`src/rtl/oled_mode_selector_pkg.sv`:
```
// Shared OLED constants plus the one-hot decode helper used by the mode selector.
package oled_mode_selector_pkg;

    localparam int unsigned PIX_W     = 16;
    localparam int unsigned PIX_IDX_W = 13;
    localparam int unsigned OLED_W    = 96;
    localparam int unsigned OLED_H    = 64;

    localparam logic [PIX_W-1:0] COLOR_BLACK   = 16'h0000;
    localparam logic [PIX_W-1:0] COLOR_RED     = 16'hF800;
    localparam logic [PIX_W-1:0] COLOR_GREEN   = 16'h07E0;
    localparam logic [PIX_W-1:0] COLOR_MAGENTA = 16'hF81F;

    // Widest supported switch bank; narrower banks are zero-extended into it.
    localparam int unsigned MAX_CH = 8;

    typedef logic [MAX_CH-1:0] sw_vec_t;

    typedef struct packed {
        logic       valid;
        logic [2:0] idx;
    } sel_t;

    // valid when exactly one bit is set; idx is forced to 0 otherwise.
    function automatic sel_t decode_one_hot(sw_vec_t v);
        sel_t        s;
        int unsigned ones;
        s    = '0;
        ones = 0;
        for (int i = 0; i < MAX_CH; i++) begin
            if (v[i]) begin
                ones  = ones + 1;
                s.idx = 3'(i);
            end
        end
        s.valid = (ones == 1);
        if (!s.valid) begin
            s.idx = '0;
        end
        return s;
    endfunction

endpackage

```
`src/rtl/oled_mode_selector_if.sv`:
```
// Switch, frame and pixel signals between the task pixel sources and the mode selector.
interface oled_mode_selector_if #(
    parameter int unsigned NUM_CH = 4,
    parameter int unsigned PIX_W  = 16
);
    localparam int unsigned CH_W = (NUM_CH > 1) ? $clog2(NUM_CH) : 1;

    logic [NUM_CH-1:0]       sw;
    logic                    frame_begin;
    logic [NUM_CH*PIX_W-1:0] ch_pixel;
    logic [PIX_W-1:0]        pixel_data;
    logic [NUM_CH-1:0]       ch_enable;
    logic                    ch_valid;
    logic [CH_W-1:0]         active_ch;
    logic                    mode_change;

    modport master (
        output sw,
        output frame_begin,
        output ch_pixel,
        input  pixel_data,
        input  ch_enable,
        input  ch_valid,
        input  active_ch,
        input  mode_change
    );

    modport slave (
        input  sw,
        input  frame_begin,
        input  ch_pixel,
        output pixel_data,
        output ch_enable,
        output ch_valid,
        output active_ch,
        output mode_change
    );

endinterface

```
`src/rtl/oled_mode_selector_switch_debouncer.sv`:
```
// Two-flop synchroniser and stability counter; a switch value that holds for
// STABLE_CYCLES cycles is copied into the registered pending output.
module switch_debouncer #(
    parameter int unsigned W             = 4,
    parameter int unsigned STABLE_CYCLES = 62500
) (
    input  logic         clk,
    input  logic         reset,
    input  logic [W-1:0] sw,
    output logic [W-1:0] pending
);

    localparam int unsigned CNT_W = $clog2(STABLE_CYCLES + 1);
    localparam logic [CNT_W-1:0] CNT_LAST = CNT_W'(STABLE_CYCLES - 1);

    logic [W-1:0]     sync1_q;
    logic [W-1:0]     sync2_q;
    logic [W-1:0]     prev_q;
    logic [W-1:0]     pending_q, pending_d;
    logic [CNT_W-1:0] cnt_q, cnt_d;
    logic             equal;

    always_ff @(posedge clk) begin
        if (reset) begin
            sync1_q   <= '0;
            sync2_q   <= '0;
            prev_q    <= '0;
            cnt_q     <= '0;
            pending_q <= '0;
        end else begin
            sync1_q   <= sw;
            sync2_q   <= sync1_q;
            prev_q    <= sync2_q;
            cnt_q     <= cnt_d;
            pending_q <= pending_d;
        end
    end

    // cnt_q counts equal cycles minus one, so the copy lands STABLE_CYCLES+3 clk after an edge.
    always_comb begin
        equal     = (sync2_q == prev_q);
        cnt_d     = cnt_q;
        pending_d = pending_q;
        if (!equal) begin
            cnt_d = '0;
        end else if (cnt_q == CNT_LAST) begin
            pending_d = sync2_q;
        end else begin
            cnt_d = cnt_q + CNT_W'(1);
        end
    end

    assign pending = pending_q;

endmodule

```
`src/rtl/oled_mode_selector.sv`:
```
// Frame-aligned task selector for the OLED pixel_data input: commits debounced
// switch modes at frame_begin, blanks after a change and decodes the one-hot mode.
module oled_mode_selector #(
    parameter int unsigned       NUM_CH        = 4,
    parameter int unsigned       PIX_W         = 16,
    parameter logic [PIX_W-1:0]  DEFAULT_COLOR = 16'hF81F,
    parameter int unsigned       BLANK_FRAMES  = 1,
    parameter int unsigned       STABLE_CYCLES = 62500
) (
    input logic                clk,
    input logic                reset,
    oled_mode_selector_if.slave bus
);

    import oled_mode_selector_pkg::*;

    localparam int unsigned CH_W = (NUM_CH > 1) ? $clog2(NUM_CH) : 1;
    localparam logic [3:0] BLANK_INIT = 4'(BLANK_FRAMES);

    logic [NUM_CH-1:0] pending;
    logic [NUM_CH-1:0] active_q, active_d;
    logic [3:0]        blank_q, blank_d;
    logic              armed_q, armed_d;
    logic              mode_change_q, mode_change_d;
    logic              ch_valid_q, ch_valid_d;
    logic [NUM_CH-1:0] ch_enable_q, ch_enable_d;
    logic [CH_W-1:0]   active_ch_q, active_ch_d;
    logic [PIX_W-1:0]  pixel_q, pixel_d;
    logic              commit;
    sel_t              sel;

    switch_debouncer #(
        .W             (NUM_CH),
        .STABLE_CYCLES (STABLE_CYCLES)
    ) u_debouncer (
        .clk     (clk),
        .reset   (reset),
        .sw      (bus.sw),
        .pending (pending)
    );

    always_ff @(posedge clk) begin
        if (reset) begin
            active_q      <= '0;
            blank_q       <= '0;
            armed_q       <= 1'b0;
            mode_change_q <= 1'b0;
            ch_valid_q    <= 1'b0;
            ch_enable_q   <= '0;
            active_ch_q   <= '0;
            pixel_q       <= '0;
        end else begin
            active_q      <= active_d;
            blank_q       <= blank_d;
            armed_q       <= armed_d;
            mode_change_q <= mode_change_d;
            ch_valid_q    <= ch_valid_d;
            ch_enable_q   <= ch_enable_d;
            active_ch_q   <= active_ch_d;
            pixel_q       <= pixel_d;
        end
    end

    // Commit and blank counter; a commit always reloads the blank count.
    always_comb begin
        commit        = bus.frame_begin && (pending != active_q);
        active_d      = active_q;
        blank_d       = blank_q;
        armed_d       = armed_q;
        mode_change_d = 1'b0;
        if (commit) begin
            active_d      = pending;
            blank_d       = BLANK_INIT;
            armed_d       = 1'b1;
            mode_change_d = 1'b1;
        end else if (bus.frame_begin && (blank_q != '0)) begin
            blank_d = blank_q - 4'd1;
        end
    end

    always_comb begin
        sel         = decode_one_hot(sw_vec_t'(active_q));
        ch_valid_d  = sel.valid;
        active_ch_d = CH_W'(sel.idx);
        ch_enable_d = sel.valid ? active_q : '0;
    end

    // Until the first commit after reset nothing has been selected, so stay black.
    always_comb begin
        if (!armed_q || (blank_q != '0)) begin
            pixel_d = '0;
        end else if (ch_valid_q) begin
            pixel_d = bus.ch_pixel[active_ch_q*PIX_W +: PIX_W];
        end else begin
            pixel_d = DEFAULT_COLOR;
        end
    end

    assign bus.pixel_data  = pixel_q;
    assign bus.ch_enable   = ch_enable_q;
    assign bus.ch_valid    = ch_valid_q;
    assign bus.active_ch   = active_ch_q;
    assign bus.mode_change = mode_change_q;

endmodule

```
`src/flat_wrapper.sv`:
```
// flat-port wrapper written by rule: the top's interface ports become plain ports
module oled_mode_selector_flat import oled_mode_selector_pkg::*;
#(
    parameter int unsigned       NUM_CH        = 4,
    parameter int unsigned       PIX_W         = 16,
    parameter logic [PIX_W-1:0]  DEFAULT_COLOR = 16'hF81F,
    parameter int unsigned       BLANK_FRAMES  = 1,
    parameter int unsigned       STABLE_CYCLES = 62500
)
  (clk, reset, bus_sw, bus_frame_begin, bus_ch_pixel, bus_pixel_data, bus_ch_enable, bus_ch_valid, bus_active_ch, bus_mode_change);
  oled_mode_selector_if #(.NUM_CH(NUM_CH), .PIX_W(PIX_W)) bus_i ();
  input logic clk;
  input logic reset;
  input wire logic [$bits(bus_i.sw)-1:0] bus_sw;
  input wire logic [$bits(bus_i.frame_begin)-1:0] bus_frame_begin;
  input wire logic [$bits(bus_i.ch_pixel)-1:0] bus_ch_pixel;
  output wire logic [$bits(bus_i.pixel_data)-1:0] bus_pixel_data;
  output wire logic [$bits(bus_i.ch_enable)-1:0] bus_ch_enable;
  output wire logic [$bits(bus_i.ch_valid)-1:0] bus_ch_valid;
  output wire logic [$bits(bus_i.active_ch)-1:0] bus_active_ch;
  output wire logic [$bits(bus_i.mode_change)-1:0] bus_mode_change;
  assign bus_i.sw = bus_sw;
  assign bus_i.frame_begin = bus_frame_begin;
  assign bus_i.ch_pixel = bus_ch_pixel;
  assign bus_pixel_data = bus_i.pixel_data;
  assign bus_ch_enable = bus_i.ch_enable;
  assign bus_ch_valid = bus_i.ch_valid;
  assign bus_active_ch = bus_i.active_ch;
  assign bus_mode_change = bus_i.mode_change;
  oled_mode_selector #(.NUM_CH(NUM_CH), .PIX_W(PIX_W), .DEFAULT_COLOR(DEFAULT_COLOR), .BLANK_FRAMES(BLANK_FRAMES), .STABLE_CYCLES(STABLE_CYCLES)) u_core (.clk(clk), .reset(reset), .bus(bus_i));
endmodule
```
`config.mk`:
```
export PLATFORM = sky130hd
export DESIGN_NAME = oled_mode_selector_flat
export DESIGN_NICKNAME = d
export VERILOG_FILES = /design/src/rtl/oled_mode_selector_pkg.sv /design/src/rtl/oled_mode_selector_if.sv /design/src/rtl/oled_mode_selector_switch_debouncer.sv /design/src/rtl/oled_mode_selector.sv /design/src/flat_wrapper.sv
export SDC_FILE = /design/constraint.sdc
export NUM_CORES = 1
export LEC_CHECK = 0
export BUFFER_PORTS_ARGS = -buffer_cell sky130_fd_sc_hd__buf_4
export CORE_MARGIN = 4
export CORE_UTILIZATION = 40
export DETAILED_ROUTE_END_ITERATION = 6
export PLACE_DENSITY = 0.69
export SLEW_MARGIN = 20
export SYNTH_ARGS = -nofsm -noshare
export SYNTH_HDL_FRONTEND = slang
export SYNTH_SLANG_ARGS = --single-unit
```
`constraint.sdc`:
```
create_clock -name clk -period 4.3 [get_ports clk]
set_input_delay 0.215 -clock clk [delete_from_list [all_inputs] [get_ports clk]]
set_output_delay 0.215 -clock clk [all_outputs]
set_load 0.02 [all_outputs]
```
; ---- Word-level counts from Yosys, hierarchy flattened
; Index checks and enable logic that the tools add are counted.
[totals]
ram_bits = 0
regBits = 65
n_memories = 0
in_bits = 71
elab_cells = 51
rom_bits = 0
latch_bits = 0
[classes]
shift = 1
eq_ne = 4
reduce_logical = 12
mux = 11
magnitude_cmp = 0
addsub = 5
div_mod_pow = 0
n_bitwise = 3
n_mul = 0
[op_table]
columns = cell, count
row1 = 32-bit two-way mux, 3
row2 = 32-bit by 1-bit adder with 32-bit output (second input constant), 2
row3 = 64-bit by 7-bit variable part select with 16-bit output, 1
row4 = 32-bit by 1-bit equality test with 1-bit output (second input constant), 1
row5 = 16-bit by 1-bit adder with 16-bit output (second input constant), 1
row6 = 16-bit equality test (second input constant), 1
row7 = 16-bit two-way mux, 1
row8 = 2-bit OR reduction, 4
row9 = 1-bit two-way mux, 5
row10 = 4-bit equality test, 1
row11 = 2-bit two-way mux, 2
row12 = 4-bit != test, 1
row13 = 4-bit nonzero test, 1
row14 = 4-bit by 1-bit subtractor with 4-bit output (second input constant), 1
row15 = 1-bit NOT, 3
row16 = 3-bit OR reduction, 1
row17 = 1-bit by 1-bit adder with 2-bit output (second input constant), 1
row18 = 1-bit logical AND, 2
row19 = 2-bit AND reduction, 1
row20 = 2-bit nonzero test, 1
row21 = 1-bit zero test, 1
row22 = 1-bit logical OR, 1

; ---- Depth between registers and ports, before layout
[logic_depth]
ltp_word = 10
depth_mapped = 8
ltp_nobuf = 8

; ---- Cells and area by module
; A second synthesis with hierarchy kept.
[hier_totals]
cells_unflattened = 275
hier_area_um2 = 2985.4
[by_module_without_submodules]
columns = mod, area_each_um2, cells_per_inst, instances, seq_area_each_um2
row1 = oled_mode_selector, 1672.9, 150, 1, 660.6
row2 = switch_debouncer, 1312.5, 125, 1, 640.6

; ---- Least setup slack after synthesis
; OpenSTA, ideal clock, no wires.
[synth_timing]
kind = reg2reg
from = register u_core.active_q[1]
to = register u_core.ch_enable_q[0], in the netlist u_core.bus.ch_enable[0]
setup_ns = 0.060
arrival_ns = 1.850
n_path_buf = 0
path_slack_ns = 2.390
required_time_ns = 4.240
path_stages_with_launch = 9
cell_sequence = dfxtp_1 -> inv_1 -> ha_1 -> xor2_1 -> ha_1 -> nand2_1 -> xor2_1 -> nor4b_2 -> and2_1
[synth_between]
elab_chain_cells = 8
[synth_lines]
columns = element, line
row1 = from (decl), oled_mode_selector.sv:21  ; logic [NUM_CH-1:0] active_q, active_d;
row2 = from (signal assigned), oled_mode_selector.sv:53  ; active_q <= active_d;
row3 = 32-bit two-way mux *, oled_mode_selector_pkg.sv:31  ; if (v[i]) begin
row4 = 32-bit by 1-bit adder with 32-bit output, oled_mode_selector_pkg.sv:32  ; ones = ones + 1;
row5 = 32-bit two-way mux *, oled_mode_selector_pkg.sv:31
row6 = 32-bit by 1-bit adder with 32-bit output, oled_mode_selector_pkg.sv:32
row7 = 32-bit two-way mux *, oled_mode_selector_pkg.sv:31
row8 = 32-bit by 1-bit equality test with 1-bit output *, oled_mode_selector_pkg.sv:36  ; s.valid = (ones == 1);
row9 = 1-bit NOT (no source line) *, n/a
row10 = 2-bit OR reduction (no source line) *, n/a
row11 = to (signal assigned), oled_mode_selector.sv:58  ; ch_enable_q <= ch_enable_d;
row12 = to (decl), oled_mode_selector.sv:26  ; logic [NUM_CH-1:0] ch_enable_q, ch_enable_d;
; Every way passes the cells marked *; elsewhere a longest branch is shown, timed or not.
; A chain may end at the register's enable or synchronous reset.

; ---- Final worst setup path
[layout_timing]
from = register u_core.active_q[1]
to = register u_core.active_ch_q[0], in the netlist u_core.bus.active_ch[0]
[layout_between]
elab_chain_cells = 8
word_cells_on_any_way = 11
[layout_lines]
columns = element, line
row1 = 32-bit two-way mux, oled_mode_selector_pkg.sv:31
row2 = 32-bit by 1-bit adder with 32-bit output, oled_mode_selector_pkg.sv:32
row3 = 32-bit two-way mux, oled_mode_selector_pkg.sv:31
row4 = 32-bit by 1-bit adder with 32-bit output, oled_mode_selector_pkg.sv:32
row5 = 32-bit two-way mux, oled_mode_selector_pkg.sv:31
row6 = 32-bit by 1-bit equality test with 1-bit output, oled_mode_selector_pkg.sv:36
row7 = 1-bit NOT (no source line), n/a
row8 = 2-bit OR reduction (no source line), n/a
row9 = to (signal assigned), oled_mode_selector.sv:59  ; active_ch_q <= active_ch_d;
row10 = to (decl), oled_mode_selector.sv:27  ; logic [CH_W-1:0] active_ch_q, active_ch_d;
; Parallel ways exist; a longest one is shown, timed or not.

==> impl_metrics.csv <==
group,metric,value,unit
sta,tightest_slew,0.828,ns
clock_tree,clkTransAtPathRegs,0.07,ns
setup_path,maximum_cell_stage_delay_along_the_critical_path,0.46,ns
setup_path,cp.buffers_inverters,1,
floorplanning,floorplan.die.height,92.0,um
pwr,p_leak,1.55,nW
detailed_routing,route.antenna.remaining_nets,0,
floorplanning,num_rows,30,
cells_and_area,sequential_cell_area,0.00130,mm^2
cells_and_area,post-route-util,0.549,
global_routing,grt.overflow.total,0,
sta,finalHoldViolCount,0,
setup_path,critPathArrivalTime,2.44,ns
setup_path,startpoint_type,"flip-flop",
synth,postSynthRegisterBits,65,
placement,gpl.final_weighted_congestion,0.749,
sta,max-slew-margin-rel,0.447,
placement,port_bufs,94,
sta,post-route-period-util,0.501,
sta,rsz0062_at_grt,"no",
cells_and_area,fin_nets,440,
clock_tree,h-tree-depth,3,
setup_path,path_max_fanout,7,
sta,fin_setup_tns,0,ns
detailed_routing,avgRoutedWirePerCell,13.2,um
cells_and_area,syn_to_final_growth,32.8,%
floorplanning,design.core.area,0.00683,mm^2
synth,syn_area,0.00282,mm^2
pwr,power_density,321,mW/mm^2
synth,yosys.cell_types.count,37,
synth,synth_warnings,0,
pwr,ir_drop,0.000176,V
setup_path,critical_path.cell_chain,"inv_1 -> ha_1 -> xor2_1 -> ha_1 -> o21ai_0 -> nor4b_2 -> o21a_1",
detailed_routing,wl_met1,2660,um
setup_path,ff2ff_path_depth,7,
cells_and_area,finalInstanceArea,0.00375,mm^2
global_routing,track_usage,0.157,
clock_tree,numCtsBuffers,9,
setup_path,worst_path_dominant_cell_family,"adder cells",
setup_path,crit_slowest_cell,"sky130_fd_sc_hd__nor4b_2",
clock_tree,worst_skew_pair.late_latency,0.34,ns
sta,clock_skew,0.00674,ns
detailed_routing,finalWirelength,6130,um
detailed_routing,remaining_drc_errors,0,
setup_path,setup.reg_to_reg.worst_slack,2.15,ns
clock_tree,tritoncts,"yes",
cells_and_area,antennaDiodeCount,0,
synth,yosysSeqAreaShare,0.461,
setup_path,critPathCaptureType,"flip-flop",
sta,maxClockFrequency,464,MHz
detailed_routing,drt_iter0_drc,64,
setup_path,path_common_cell,"sky130_fd_sc_hd__ha_1",
hold_path,timing.hold.worst_path_depth,2,
floorplanning,fp.dieArea,0.00847,mm^2
synth,synth.avg_cell_area,10.4,um^2
setup_path,critical_path_class,"reg -> reg",
sta,worst_hold_slack,0.0828,ns
floorplanning,ioPinCount,95,
clock_tree,cts.hold.buffers_added,0,
sta,slew_violations,0,
global_routing,grt_pass1_vias,2236,
cells_and_area,layout_cells_sized_above_1,0.368,
cells_and_area,final.fill_count,637,
clock_tree,clockRootBuffer,"sky130_fd_sc_hd__clkbuf_8",
cells_and_area,multi_input_comb_area,0.00144,mm^2
global_routing,largest_net_degree_at_the_start_of_global_routing,28,
clock_tree,ctsLongestPathBuffers,2,
global_routing,grt_pass1_wl,10300,um
detailed_routing,top_signal_layer_used,"met4",
detailed_routing,dr_wl_met2,2730,um
setup_path,critPathRequiredTime,4.59,ns
detailed_routing,route.vias.total,2213,
detailed_routing,drt_first_pass_iters,4,
clock_tree,cts_num_sinks,65,
synth,post_synth_inst_count,272,
floorplanning,initial_core_utilization,0.413,
global_routing,grt_antenna_before_repair,0,
floorplanning,fp.dieW,92.0,um
job,max-cap-violations,0,
detailed_routing,met3_layer_wire_length_in_the_routed_design,558,um
sta,tmin_final,2.15,ns
outcome,status,"finished clean",
sta,report.final.setup_viol,0,
placement,dpl.hpwl,4560,um
clock_tree,post-cts-setup-buffer-count,0,
clock_tree,cts-resized-gates,0,
detailed_routing,vias_cell,4.78,
placement,dp_area,0.00360,mm^2
synth,syn-num-nets,348,
hold_path,worst_hold_path_type,"in -> reg",
setup_path,worstSetupPathDepth,7,
==> flip-flops by register name, summed over array words and instances (netlist names) <==
name / flops
u_core.armed_q: 1
u_core.u_debouncer.prev_q: 4
u_core.bus.active_ch: 2
u_core.active_q: 4
u_core.bus.ch_valid: 1
u_core.bus.pixel_data: 16
u_core.u_debouncer.sync2_q: 4
u_core.u_debouncer.sync1_q: 4
u_core.u_debouncer.pending: 4
u_core.u_debouncer.cnt_q: 16
u_core.bus.mode_change: 1
u_core.blank_q: 4
u_core.bus.ch_enable: 4
==> logic make-up after synthesis <==
| group | synth area share |
|---|---|
| simple gates | 0.215 |
| flops | 0.461 |
| xor+xnor | 0.0806 |
| mux | 0.161 |
| buf+inv | 0.0306 |
| compound gates | 0.0297 |
| fa+ha+maj | 0.0222 |
==> cells in the mapped netlist <==
| cell | count | area (um^2) |
|---|---|---|
| sky130_fd_sc_hd__clkbuf_1 | 10 | 37.5 |
| sky130_fd_sc_hd__nor2b_1 | 23 | 144 |
| sky130_fd_sc_hd__and2_1 | 4 | 25.0 |
| sky130_fd_sc_hd__nand2b_1 | 2 | 12.5 |
| sky130_fd_sc_hd__or2_2 | 1 | 6.26 |
| sky130_fd_sc_hd__inv_1 | 8 | 30.0 |
| sky130_fd_sc_hd__ha_1 | 5 | 62.6 |
| sky130_fd_sc_hd__nor4b_1 | 1 | 8.76 |
| sky130_fd_sc_hd__nor2_2 | 1 | 6.26 |
| sky130_fd_sc_hd__and4b_1 | 1 | 10.0 |
| sky130_fd_sc_hd__nand4_1 | 5 | 31.3 |
| sky130_fd_sc_hd__nand2_1 | 8 | 30.0 |
| sky130_fd_sc_hd__a311oi_1 | 1 | 8.76 |
| sky130_fd_sc_hd__dfxtp_1 | 65 | 1300 |
| sky130_fd_sc_hd__nand4b_1 | 1 | 8.76 |
| sky130_fd_sc_hd__nor2_1 | 46 | 173 |
| sky130_fd_sc_hd__nand3_1 | 8 | 40.0 |
| sky130_fd_sc_hd__mux2i_1 | 5 | 50.1 |
| sky130_fd_sc_hd__o21ai_0 | 1 | 5.00 |
| sky130_fd_sc_hd__mux2_2 | 4 | 45.0 |
| sky130_fd_sc_hd__nor3_1 | 5 | 25.0 |
| sky130_fd_sc_hd__nor4b_2 | 1 | 15.0 |
| sky130_fd_sc_hd__or2_4 | 1 | 8.76 |
| sky130_fd_sc_hd__nand3b_1 | 1 | 7.51 |
| sky130_fd_sc_hd__mux4_2 | 16 | 360 |
| sky130_fd_sc_hd__a21oi_1 | 6 | 30.0 |
| sky130_fd_sc_hd__o41ai_2 | 1 | 16.3 |
| sky130_fd_sc_hd__or3_1 | 1 | 6.26 |
| sky130_fd_sc_hd__or3b_4 | 1 | 11.3 |
| sky130_fd_sc_hd__and3_1 | 1 | 6.26 |
| sky130_fd_sc_hd__nor4_1 | 5 | 31.3 |
| sky130_fd_sc_hd__xor2_1 | 9 | 78.8 |
| sky130_fd_sc_hd__a221oi_1 | 1 | 8.76 |
| sky130_fd_sc_hd__o21a_1 | 2 | 15.0 |
| sky130_fd_sc_hd__xnor2_1 | 17 | 149 |
| sky130_fd_sc_hd__buf_1 | 1 | 3.75 |
| sky130_fd_sc_hd__buf_2 | 3 | 15.0 |
==> per-stage QoR <==
step	total power, W	setup WS [ns]	std cells
after CTS	0.00122	2.13	463
after global placement	0.000799	2.21	449
final	0.00121	2.15	463
after detailed placement	0.000804	2.14	449
after floorplan	0.000740	2.39	272
after global routing	0.00127	1.91	463
==> area by class of cell <==
| cell class | instances | share of cell area |
|---|---|---|
| inverter | 8 | 0.00801 |
| timing repair buffer | 95 | 0.190 |
| clock inverter | 5 | 0.00667 |
| multi-input combinational | 185 | 0.383 |
| sequential | 65 | 0.347 |
| tap | 96 | 0.0320 |
| clock buffer | 9 | 0.0330 |
==> power by group <==
group / total [W] / switching (W) / internal (W) / leakage, nW
Clock: 0.000414 / 0.000217 / 0.000197 / 0.0843
Combinational: 0.000157 / 0.0000594 / 0.0000977 / 0.938
Sequential: 0.000635 / 0.0000137 / 0.000621 / 0.526
==> cells in the final DEF, fill, tap and decap left out, types with 2 or more instances in the layout <==
cell and instances:
sky130_fd_sc_hd__xnor2_1 17, sky130_fd_sc_hd__a21oi_1 6, sky130_fd_sc_hd__nor4_1 5, sky130_fd_sc_hd__clkinv_2 5, sky130_fd_sc_hd__mux4_2 16, sky130_fd_sc_hd__ha_1 5, sky130_fd_sc_hd__nand3_1 8, sky130_fd_sc_hd__o21a_1 2
sky130_fd_sc_hd__nand4_1 5, sky130_fd_sc_hd__buf_4 95, sky130_fd_sc_hd__mux2_2 4, sky130_fd_sc_hd__and2_1 4, sky130_fd_sc_hd__mux2i_1 5, sky130_fd_sc_hd__nor2b_1 23, sky130_fd_sc_hd__inv_1 8, sky130_fd_sc_hd__nand2_1 8
sky130_fd_sc_hd__nor2_1 46, sky130_fd_sc_hd__nor3_1 5, sky130_fd_sc_hd__nand2b_1 2, sky130_fd_sc_hd__xor2_1 9, sky130_fd_sc_hd__clkbuf_8 9, sky130_fd_sc_hd__dfxtp_1 65
==> metal layers <==
layer,vias up,global-route usage
met2,88,0.242
met3,13,0.0599
li1,1116,-
met4,0,0.0891
met1,996,0.187
met5,-,0
==> final timing paths <==
path / startpoint / end
setup / recovery: u_core.active_q[1] / u_core.bus.active_ch[0]
hold reg to reg: u_core.u_debouncer.sync1_q[1] / u_core.u_debouncer.sync2_q[1]
setup reg to reg: u_core.active_q[1] / u_core.bus.active_ch[0]
hold / removal: bus_sw[3] / u_core.u_debouncer.sync1_q[3]
Power figures use the tool's default switching activity.
